$ cat src/rtl/led_arbiter.sv
// Round-robin time-slicing arbiter that shares the active-low LED bank between four requesters.
// Define LED_ARB_IDLE_ROTATE_EN to show a rotating idle pattern; otherwise the idle bank is dark.
module led_arbiter #(
    parameter logic [26:0] TICK_CYCLES = 27'd38_196_600,
    parameter logic [3:0]  SLOT_TICKS  = 4'd3
) (
    input  logic        clock,
    input  logic        reset,
    input  logic [3:0]  req,
    input  logic [63:0] pattern,
    output logic [3:0]  grant,
    output logic        busy,
    output logic [15:0] led_controller
);

    typedef enum logic {
        IDLE,
        GRANT
    } state_t;

    // A zero-length slot behaves as a one-tick slot.
    localparam logic [3:0] SLOT_LAST = (SLOT_TICKS == 4'd0) ? 4'd0 : SLOT_TICKS - 4'd1;

`ifdef LED_ARB_IDLE_ROTATE_EN
    localparam logic [15:0] LED_RESET = 16'hfffe;
`else
    localparam logic [15:0] LED_RESET = 16'hffff;
`endif

    state_t      state, state_next;
    logic [26:0] count;
    logic        tick;
    logic [1:0]  last, last_next;
    logic [3:0]  slot_cnt, slot_next;
    logic [3:0]  grant_next;
    logic        busy_next;
    logic [15:0] led_next;
    logic [15:0] idle_show;
    logic        found;
    logic [1:0]  winner;

    assign tick = (count == TICK_CYCLES);

    // Search upward from last+1; the current owner (== last) is considered last of all.
    always_comb begin
        // NOTE: every combinational output gets a default first so no path can infer a latch.
        found  = 1'b0;
        winner = last;
        for (int i = 1; i <= 4; i++) begin
            if (!found && req[last + 2'(i)]) begin
                found  = 1'b1;
                winner = last + 2'(i);
            end
        end
    end

`ifdef LED_ARB_IDLE_ROTATE_EN
    logic [15:0] idle_pat, idle_next;

    always_comb begin
        idle_next = idle_pat;
        if (state == IDLE && !found && tick)
            idle_next = {idle_pat[14:0], idle_pat[15]};
    end

    assign idle_show = idle_next;

    always_ff @(posedge clock) begin
        if (!reset) idle_pat <= 16'hfffe;
        else        idle_pat <= idle_next;
    end
`else
    assign idle_show = 16'hffff;
`endif

    always_comb begin
        state_next = state;
        last_next  = last;
        slot_next  = slot_cnt;
        case (state)
            IDLE: begin
                if (found) begin
                    state_next = GRANT;
                    last_next  = winner;
                    slot_next  = 4'd0;
                end
            end
            GRANT: begin
                if (!req[last]) begin
                    slot_next = 4'd0;
                    if (found) last_next  = winner;
                    else       state_next = IDLE;
                end else if (tick && slot_cnt == SLOT_LAST) begin
                    // Owner still requesting, so the search always finds someone (possibly itself).
                    slot_next = 4'd0;
                    last_next = winner;
                end else if (tick) begin
                    slot_next = slot_cnt + 4'd1;
                end
            end
            default: state_next = IDLE;
        endcase

        grant_next = (state_next == GRANT) ? (4'b0001 << last_next) : 4'b0000;
        busy_next  = (state_next == GRANT);
        led_next   = (state_next == GRANT) ? pattern[{last_next, 4'b0000} +: 16] : idle_show;
    end

    always_ff @(posedge clock) begin
        // NOTE: registers use non-blocking assignments so all state updates together at the edge.
        if (!reset) begin
            state          <= IDLE;
            count          <= 27'd0;
            last           <= 2'd3;
            slot_cnt       <= 4'd0;
            grant          <= 4'b0000;
            busy           <= 1'b0;
            led_controller <= LED_RESET;
        end else begin
            state          <= state_next;
            count          <= tick ? 27'd0 : count + 27'd1;
            last           <= last_next;
            slot_cnt       <= slot_next;
            grant          <= grant_next;
            busy           <= busy_next;
            led_controller <= led_next;
        end
    end

endmodule

$ cat config.mk
export PLATFORM = sky130hd
export DESIGN_NAME = led_arbiter
export DESIGN_NICKNAME = d
export VERILOG_FILES = /design/src/rtl/led_arbiter.sv
export SDC_FILE = /design/constraint.sdc
export NUM_CORES = 1
export LEC_CHECK = 0
export CAP_MARGIN = 25
export CORE_MARGIN = 4
export CORE_UTILIZATION = 49
export DETAILED_ROUTE_END_ITERATION = 12
export GPL_TIMING_DRIVEN = 0
export PLACE_DENSITY = 0.95
export SETUP_SLACK_MARGIN = 0.2
export SLEW_MARGIN = 10
export SYNTH_ARGS = -nofsm -noshare
export SYNTH_HDL_FRONTEND = slang
export SYNTH_SLANG_ARGS = --single-unit
$ cat constraint.sdc
create_clock -name clock -period 4.1 [get_ports clock]
set_input_delay 0.41 -clock clock [delete_from_list [all_inputs] [get_ports clock]]
set_output_delay 0.41 -clock clock [all_outputs]
set_load 0.05 [all_outputs]
==> results.sh, run 1 <==
export IMPL_syn_mean_instance_area_um2=9.06
export IMPL_avgRoutedWirePerCell_um=16.0
export IMPL_h_tree_depth=2
export IMPL_synth_fa_ha_area_share_pct=1.90
export IMPL_worstSetupStartpointType="register"
export IMPL_pwr_density_cell_mw_per_mm2=457
export IMPL_die_height_um=81.3
export IMPL_final_min_period_over_clock_period_pct=74.4
export IMPL_maxCapViolCount=0
export IMPL_tightest_slew_ns=0.631
export IMPL_synth_mux_area_share_pct=6.98
export IMPL_cp_slowest_cell="a211oi_4"
export IMPL_num_antenna_cells=0
export IMPL_postLayoutCellArea_mm2=0.00370
export IMPL_post_cts_resized=0
export IMPL_post_synth_inst_count=291
export IMPL_firstDrtPassIters=4
export IMPL_endpoint_kind="register"
export IMPL_final_hold_viol_count=0
export IMPL_post_cts_setup_buffers=0
export IMPL_rsz_0062_raised_after_global_routing="false"
export IMPL_internal_power_mw=1.02
export IMPL_grt_ovfl_total=0
export IMPL_syn2layout_area_growth_pct=40.4
export IMPL_route_detailed_vias_per_inst=5.63
export IMPL_clock_latency_ns=0.31
export IMPL_port_buffer_count=88
export IMPL_outcome="complete, no violations"
export IMPL_cpPeakStageDelay_ns=0.60
export IMPL_synth_top_family_by_area="simple AND/OR/NAND/NOR gates"
export IMPL_cellLeakagePower_nw=1.38
export IMPL_clkTransAtPathRegs_ns=0.10
export IMPL_min_delay_path_class="input pin to register"
export IMPL_total_cts_buffers=5
export IMPL_fmax_mhz=328
export IMPL_io_pins=91
export IMPL_synth_warning_count=0
export IMPL_timing_clock_skew_ns=0.00856
export IMPL_floorplan_die_area_mm2=0.00661
export IMPL_postLayoutSetupSlackWorst_ns=1.05
export IMPL_dpl_cell_area_mm2=0.00360
export IMPL_maxSlewHeadroom_pct=57.8
export IMPL_yosys_top_cells_area="dfxtp_1 41%, mux2i_1 5.7%, nor2_1 4.7%, a221oi_1 4.0%, xor2_1 4.0%"
export IMPL_grt_start_max_net_pins=17
export IMPL_final_core_util_pct=71.5
export IMPL_synthXorXnorAreaFrac_pct=6.98
export IMPL_synth_seq_area_share_pct=41.0
export IMPL_detailedRoute_firstIterationViolations=182
export IMPL_timing_final_setup_violations=0
export IMPL_detail_route_antenna_nets=0
export IMPL_final_layout_size_suffix_gt1_share_pct=5.94
export IMPL_clkSinkCount=54
export IMPL_die_w_um=81.3
export IMPL_critical_path_arrival_ns=3.24
export IMPL_final_setup_tns_ns=0
export IMPL_synthDominantCellAreaShare_pct=41.0
export IMPL_global_route_wire_length_before_repair_um=11600
export IMPL_synth_compound_gate_area_share_pct=16.1
export IMPL_synth_cell_area_mm2=0.00264
export IMPL_final_nets=460
export IMPL_gp_routability_congestion=0.832
export IMPL_crit_path_max_fanout=10
export IMPL_clock_tree_root_cell="clkbuf_8"
export IMPL_track_usage_pct=22.5
export IMPL_multi_input_gate_area_mm2=0.00146
export IMPL_path_cells="or4bb_1 > nor4_2 > a21oi_1 > a211oi_4 > nor2b_2 > buf_2 > a221oi_1 > o21ai_0"
export IMPL_placementRows=26
export IMPL_postSynthRegisterBits=54
export IMPL_p_seq_share_pct=36.5
export IMPL_clockPowerShare_pct=18.5
export IMPL_power_switching_mw=0.666
export IMPL_cts_tree="built"
export IMPL_totalWireLength_um=7330
export IMPL_final_fill_count=375
export IMPL_ff_latch_area_mm2=0.00108
export IMPL_first_global_vias=2616
export IMPL_core_mm2=0.00517
export IMPL_detail_route_drc_violations=0
export IMPL_postSynthNetCount=365
export IMPL_synth_largest_area_cell="dfxtp_1"
export IMPL_antenna_violations_before_repair=0
export IMPL_vdd_ir_drop_max_v=0.000331
export IMPL_place_hpwl_um=5640
export IMPL_fin_crit_period_ns=3.05
export IMPL_critical_path_class="register to register"
export IMPL_num_vias=2575
export IMPL_share_comb_of_total_power_pct=45.0
export IMPL_synthSimpleGateAreaFrac_pct=23.4
export IMPL_clk_path_buf_depth=2
export IMPL_yosys_cell_types_count=47
export IMPL_switching_share_pct=39.4
export IMPL_cts_hold_buffers_added=0
export IMPL_cp_data_required_time_ns=4.29
export IMPL_report_final_slew_viol_count=0
export IMPL_preCtsSetupSlack_ns=0.800
export IMPL_floorplan_initialDensity_pct=50.9
## worst paths after layout
kind	startpoint	cells after the start	endpoint	slack [ns]
setup reg to reg	count[15]$_SDFF_PP0_	8	led_controller[9]$_SDFF_PN1_	1.05
hold reg to reg	count[21]$_SDFF_PP0_	2	count[21]$_SDFF_PP0_	0.52
hold / removal	reset	2	last[1]$_SDFF_PN1_	0.44
setup / recovery	count[15]$_SDFF_PP0_	8	led_controller[9]$_SDFF_PN1_	1.05
## power by group through the flow
stage	Clock [mW]	Sequential, mW	Combinational [mW]
2_1_floorplan	0	0.843	0.275
3_3_place_gp	0	0.626	0.739
3_5_place_dp	0	0.629	0.759
4_1_cts	0.314	0.617	0.762
5_1_grt	0.341	0.624	0.806
6_report	0.312	0.617	0.761
## routing by layer
layer | part of all wire (%) | track usage, % | routed length (um)
met1 | 39 | 25.8 | 2830
met2 | 55 | 40.7 | 4050
met3 | 4.6 | 4.10 | 337
met4 | 1.5 | 8.95 | 112
met5 | 0 | 0 | 0
## cell type report
cell class | count | area share (%)
sequential | 54 | 29.2
clock buffer | 6 | 2.23
timing repair buffer | 88 | 23.8
multi-input combinational | 214 | 39.5
clock inverter | 2 | 0.338
inverter | 8 | 0.812
tap | 70 | 2.37
buffer | 15 | 1.73
## through the flow
step	hold WS (ns)	cells	power (mW)
6_report	0.437	457	1.69
5_1_grt	0.472	457	1.77
4_1_cts	0.446	457	1.69
3_5_place_dp	0.501	449	1.39
3_3_place_gp	0.459	449	1.36
2_1_floorplan	0.441	291	1.12
## kinds of logic (layout without fill, tap and decap cells)
kind of cell	count (synthesis)	count (layout)
AOI/OAI and AO/OA	58	58
DFF	54	54
and+or+nand+nor	114	114
xor gates and xnor gates	21	21
buffers and inverters	23	119
adders and majority gates	4	4
muxes	17	17
## critical path, delay by kind of cell, from the launching register on
kind | cells | cell delay, ns
AOI/OAI and AO/OA | 4 | 1.25
DFF | 1 | 0.39
buffers and inverters | 1 | 0.23
and+or+nand+nor | 3 | 1.07
## cell usage in the layout (no fill, tap or decap), types with 8 or more instances in the layout
| cell type | n |
|---|---|
| a21oi_1 | 9 |
| a221o_1 | 8 |
| a221oi_1 | 12 |
| clkbuf_1 | 9 |
| clkdlybuf4s50_1 | 88 |
| dfxtp_1 | 54 |
| inv_1 | 8 |
| mux2i_1 | 15 |
| nand2_1 | 16 |
| nand3_1 | 13 |
| nor2_1 | 33 |
| o21ai_0 | 18 |
| xnor2_1 | 9 |
| xor2_1 | 12 |
## sequential cells by signal (all words and copies together), names as in the netlist
name            flops
count              27
led_controller     16
grant               4
slot_cnt            4
last                2
state               1
## synthesized netlist by cell type (all sizes together)
library cell	count
a2111oi	1
a211oi	2
a21boi	2
a21o	1
a21oi	9
a221o	8
a221oi	12
and2	5
and3	6
and4bb	1
buf	6
clkbuf	9
dfxtp	54
ha	4
inv	8
mux2	1
mux2i	15
mux4	1
nand2	16
nand2b	5
nand3	13
nand3b	2
nand4	3
nand4b	3
nand4bb	1
nor2	33
nor2b	4
nor3	6
nor3b	3
nor4	2
nor4b	1
o21a	1
o21ai	18
o21bai	1
o22a	1
o31a	1
o32ai	1
or2	1
or3	5
or3b	2
or4b	1
or4bb	1
xnor2	9
xor2	12
No activity file was read; power rests on OpenSTA's default activity.
==> inputs of run 2 (changes only) <==
CORE_UTILIZATION = 41   (was 49)
PLACE_DENSITY = 0.85   (was 0.95)
clock period = 2.6 ns   (was 4.1 ns; I/O delays follow)
==> results.sh, run 2 (synthesis results as in run 1) <==
export IMPL_core_mm2=0.00606
export IMPL_floorplan_initialDensity_pct=43.5
export IMPL_cellLeakagePower_nw=1.61
export IMPL_cp_data_required_time_ns=2.80
export IMPL_cts_hold_buffers_added=0
export IMPL_antenna_violations_before_repair=0
export IMPL_num_vias=2631
export IMPL_detailedRoute_firstIterationViolations=161
export IMPL_worst_setup_sp="count[26]$_SDFF_PP0_"
export IMPL_grt_start_max_net_pins=17
export IMPL_final_setup_tns_ns=0
export IMPL_worstSetupStartpointType="register"
export IMPL_critical_path_arrival_ns=2.77
export IMPL_vdd_ir_drop_max_v=0.000536
export IMPL_endpoint_kind="register"
export IMPL_biggestRegsByFlops="count: 27 flops, led_controller: 16 flops"
export IMPL_die_w_um=88.2
export IMPL_fin_total_pwr_mw=3.01
export IMPL_mostFrequentLayoutCell="clkdlybuf4s50_1"
export IMPL_final_layout_size_suffix_gt1_share_pct=21.7
export IMPL_worst_hold_startpoint="reset"
export IMPL_tightest_slew_ns=0.559
export IMPL_worstPathBufferInverterCount=2
export IMPL_most_frequent_cells_in_the_layout="87 x clkdlybuf4s50_1, 43 x dfxtp_1, 31 x nor2_1"
export IMPL_maxSlewHeadroom_pct=62.6
export IMPL_h_tree_depth=2
export IMPL_timing_final_setup_violations=0
export IMPL_num_antenna_cells=0
export IMPL_final_min_period_over_clock_period_pct=98.7
export IMPL_largest_reg_flops=27
export IMPL_clk_path_buf_depth=2
export IMPL_pwr_density_cell_mw_per_mm2=734
export IMPL_postLayoutSetupSlackWorst_ns=0.0327
export IMPL_die_height_um=88.2
export IMPL_clkTransAtPathRegs_ns=0.09
export IMPL_io_pins=91
export IMPL_report_final_slew_viol_count=0
export IMPL_critical_path_class="register to register"
export IMPL_fmax_mhz=390
export IMPL_detail_route_drc_violations=0
export IMPL_floorplan_die_area_mm2=0.00777
export IMPL_grt_ovfl_total=0
export IMPL_outcome="complete, no violations"
export IMPL_cp_slowest_cell="or4b_4"
export IMPL_final_hold_viol_count=0
export IMPL_clock_latency_ns=0.31
export IMPL_maxCapViolCount=0
export IMPL_crit_reg2reg_launch="count[26]$_SDFF_PP0_"
export IMPL_cts_tree="built"
export IMPL_syn2layout_area_growth_pct=55.8
export IMPL_clkSinkCount=54
export IMPL_final_nets=478
export IMPL_preCtsSetupSlack_ns=-0.529
export IMPL_global_route_wire_length_before_repair_um=11200
export IMPL_track_usage_pct=18.3
export IMPL_totalWireLength_um=7740
export IMPL_cpPeakStageDelay_ns=0.54
export IMPL_fin_crit_period_ns=2.57
export IMPL_rsz_0062_raised_after_global_routing="true"
export IMPL_min_delay_path_class="input pin to register"
export IMPL_placementRows=28
export IMPL_route_detailed_vias_per_inst=5.48
export IMPL_dpl_cell_area_mm2=0.00364
export IMPL_total_cts_buffers=5
export IMPL_largest_register="count"
export IMPL_port_buffer_count=88
export IMPL_final_core_util_pct=67.8
export IMPL_postLayoutCellArea_mm2=0.00411
export IMPL_timing_clock_skew_ns=0.0103
export IMPL_avgRoutedWirePerCell_um=16.1
export IMPL_place_hpwl_um=5190
export IMPL_critical_path_top_delay_family="simple AND/OR/NAND/NOR gates"
export IMPL_path_cells="or4b_4 > and4bb_2 > a21o_4 > a211oi_4 > buf_6 > and2_4 > buf_6 > a221o_1 > a221o_1"
export IMPL_gp_routability_congestion=0.845
export IMPL_first_global_vias=2526
export IMPL_firstDrtPassIters=4
export IMPL_crit_path_max_fanout=7
export IMPL_clock_tree_root_cell="clkbuf_8"
export IMPL_detail_route_antenna_nets=0
run 2: changes by cell type in the layout (fill, tap and decap cells not counted), moves of 9 or more:
cell | previous run | this run
a221oi_2 | 0 | 9
o21ai_0 | 18 | 7
o21ai_1 | 0 | 10
dfxtp_2 | 0 | 11
dfxtp_1 | 54 | 43
a221oi_1 | 12 | 2
buf_4 | 0 | 14
run 2: stage by stage:
step                      hold WS, ns  instances
after global routing            0.275        480
after detailed placement        0.467        454
final                           0.267        480
after global placement          0.461        454
after floorplan                 0.398        291
after CTS                       0.279        475
run 2: timing repair:
item / 4_1_cts / 5_1_grt
setup endpoints to repair: 42 / 48
resized for setup: 44 / 33
pin swaps: 11 / 7
buffers inserted: 12 / 5
gates cloned: 1 / 0
run 2: worst reg2reg max path, delay by kind of cell, from the launching register on:
kind,cells,cell delay [ns]
compound gates,4,0.81
buf+inv,2,0.27
simple gates,3,1.05
flops,1,0.34
run 2: final timing paths:
kind | endpoint | slack [ns] | cells past startpoint
max | led_controller[3]$_SDFF_PN1_ | 0.03 | 9
min | last[0]$_SDFF_PN1_ | 0.27 | 2
max reg2reg | led_controller[3]$_SDFF_PN1_ | 0.03 | 9
min reg2reg | count[0]$_SDFF_PP0_ | 0.47 | 1
run 2: area by class of cell:
type | count | area [um2]
fillers | 450 | 1950
plain buffers | 15 | 92.6
inverters | 8 | 30.0
repair buffers | 106 | 1030
flip-flops and latches | 54 | 1090
clock buffers | 5 | 68.8
multi-input cells | 214 | 1660
clock inverters | 3 | 40.0
well taps | 75 | 93.8
run 2: where the power goes:
part	internal (mW)	switching [mW]	leakage, nW
logic	0.643	0.845	1.11
registers	0.938	0.0353	0.447
clock network	0.284	0.270	0.0579
total	1.86	1.15	1.61
run 2: metal layers:
metal	routed length, um	track usage (%)	part of all wire [%]
met4	70	6.04	0.90
met3	427	4.52	5.5
met5	0	0	0
met1	3020	20.9	39
met2	4220	33.2	54
==> inputs of run 3 (changes only) <==
CORE_ASPECT_RATIO = 1.75   (was not set)
GPL_TIMING_DRIVEN = not set   (was 0)
==> results.sh, run 3 (synthesis results as in run 1) <==
export IMPL_placementRows=38
export IMPL_track_usage_pct=19.4
export IMPL_final_hold_viol_count=0
export IMPL_maxSlewHeadroom_pct=63.4
export IMPL_vdd_ir_drop_max_v=0.000498
export IMPL_final_cells=495
export IMPL_grt_ovfl_total=0
export IMPL_num_antenna_cells=0
export IMPL_outcome="complete, no violations"
export IMPL_detailedRoute_firstIterationViolations=94
export IMPL_mostFrequentLayoutCell="clkdlybuf4s50_1"
export IMPL_tightest_slew_ns=0.548
export IMPL_h_tree_depth=2
export IMPL_die_height_um=114
export IMPL_first_global_vias=2686
export IMPL_critical_path_arrival_ns=2.77
export IMPL_detail_route_antenna_nets=0
export IMPL_firstDrtPassIters=4
export IMPL_global_route_wire_length_before_repair_um=11600
export IMPL_biggestRegsByFlops="count: 27 flops, led_controller: 16 flops"
export IMPL_final_nets=489
export IMPL_floorplan_die_area_mm2=0.00782
export IMPL_clkSinkCount=54
export IMPL_core_mm2=0.00623
export IMPL_avgRoutedWirePerCell_um=15.7
export IMPL_totalWireLength_um=7780
export IMPL_grt_start_max_net_pins=28
export IMPL_hold_end="count[21]$_SDFF_PP0_"
export IMPL_clock_tree_root_cell="clkbuf_8"
export IMPL_most_frequent_cells_in_the_layout="90 x clkdlybuf4s50_1, 48 x dfxtp_1, 36 x buf_4"
export IMPL_critical_path_depth=8
export IMPL_regToRegSetupSlack_ns=0.02
export IMPL_gp_routability_congestion=0.833
export IMPL_final_layout_size_suffix_gt1_share_pct=20.7
export IMPL_worstSetupStartpointType="register"
export IMPL_num_vias=2602
export IMPL_r2r_end="led_controller[3]$_SDFF_PN1_"
export IMPL_syn2layout_area_growth_pct=57.7
export IMPL_fin_crit_period_ns=2.58
export IMPL_timing_reg2reg_worst_path_depth=8
export IMPL_cp_slowest_cell="or4b_4"
export IMPL_largest_register="count"
export IMPL_die_w_um=68.6
export IMPL_worstHoldPathCells=2
export IMPL_worst_hold_slack_ns=0.521
export IMPL_postLayoutCellArea_mm2=0.00416
export IMPL_port_buffer_count=90
export IMPL_fmax_mhz=388
export IMPL_largest_reg_flops=27
export IMPL_timing_final_setup_violations=0
export IMPL_crit_top_cell="a221o_1"
export IMPL_route_detailed_vias_per_inst=5.26
export IMPL_crit_reg2reg_launch="count[2]$_SDFF_PP0_"
export IMPL_cp_data_required_time_ns=2.80
export IMPL_path_cells="or4b_4 > and4bb_2 > a21o_1 > a211oi_4 > buf_6 > and2_4 > a221o_1 > a221o_1"
export IMPL_cpPeakStageDelay_ns=0.53
export IMPL_clk_path_buf_depth=2
export IMPL_dpl_cell_area_mm2=0.00382
export IMPL_worst_hold_startpoint="count[21]$_SDFF_PP0_"
export IMPL_final_core_util_pct=66.7
export IMPL_clock_latency_ns=0.31
export IMPL_crit_path_max_fanout=7
export IMPL_floorplan_initialDensity_pct=42.3
export IMPL_antenna_violations_before_repair=0
export IMPL_final_fill_count=482
export IMPL_clkTransAtPathRegs_ns=0.09
export IMPL_critical_path_class="register to register"
export IMPL_fin_total_pwr_mw=2.98
export IMPL_total_cts_buffers=5
export IMPL_worstPathBufferInverterCount=1
export IMPL_cellLeakagePower_nw=1.64
export IMPL_placedCellCount=477
export IMPL_min_delay_path_class="register to register"
export IMPL_cts_tree="built"
export IMPL_io_pins=91
export IMPL_report_final_slew_viol_count=0
export IMPL_place_hpwl_um=5890
export IMPL_final_min_period_over_clock_period_pct=99.1
export IMPL_maxCapViolCount=0
export IMPL_endpoint_kind="register"
export IMPL_rsz_0062_raised_after_global_routing="true"
export IMPL_critical_path_top_delay_family="simple AND/OR/NAND/NOR gates"
export IMPL_detail_route_drc_violations=0
export IMPL_timing_clock_skew_ns=0.0133
export IMPL_pwr_density_cell_mw_per_mm2=717
export IMPL_worst_setup_sp="count[2]$_SDFF_PP0_"
[run 3: cell count changes in the layout (fill, tap and decap cells not counted), sizes merged]
cell	previous run	this run
dlymetal6s2s	1	0
buf	25	42
clkbuf	13	6
clkdlybuf4s50	87	90
clkinv	2	0
[run 3: cell type report]
class                           instances  area (um2)  area share [%]
Inverter                                8        30.0           0.722
Clock buffer                            6        82.6            1.99
Timing Repair Buffer                  132        1240            29.8
Tap cell                               80         100            2.41
Sequential cell                        54        1090            26.2
Clock inverter                          1        30.0           0.722
Multi-Input combinational cell        214        1590            38.2
[run 3: routing by layer]
| metal | track usage, % | routed length (um) | vias to the layer above |
|---|---|---|---|
| met5 | 0 | 0 | - |
| met4 | 9.16 | 284 | 0 |
| met3 | 3.44 | 288 | 21 |
| met2 | 36.7 | 4540 | 73 |
| met1 | 19.2 | 2670 | 1217 |
| li1 | - | - | 1291 |
[run 3: power breakdown]
group	total, mW	switching [mW]	internal [mW]
registers	0.993	0.0534	0.940
logic	1.42	0.790	0.631
clock network	0.568	0.260	0.308
total	2.98	1.10	1.88
[run 3: worst min-delay path, cell delays in order (launching register included)]
cell and delay [ns]:
dfxtp_1 0.34, o21ai_0 0.08, a21oi_1 0.06
[run 3: stage by stage]
step	TNS [ns]	worst slack [ns]
4_1_cts	0	0.0400
6_report	0	0.0246
3_3_place_gp	-2.70	-0.206
2_1_floorplan	0	0.156
3_5_place_dp	-3.69	-0.276
5_1_grt	-0.303	-0.0626
[run 3: worst max-delay path by stage]
stage / endpoint
after global placement: led_controller[14]$_SDFF_PN1_
final: led_controller[3]$_SDFF_PN1_
after detailed placement: led_controller[9]$_SDFF_PN1_
after global routing: led_controller[3]$_SDFF_PN1_
after CTS: led_controller[3]$_SDFF_PN1_
after floorplan: led_controller[1]$_SDFF_PN1_
[run 3: repair_timing]
action | in CTS | in global routing
gates resized for setup | 37 | 14
hold buffers | 0 | 0
endpoints found under the hold margin | 0 | 0
buffers inserted | 7 | 4
pin swaps | 10 | 7
endpoints found under the setup margin | 18 | 29
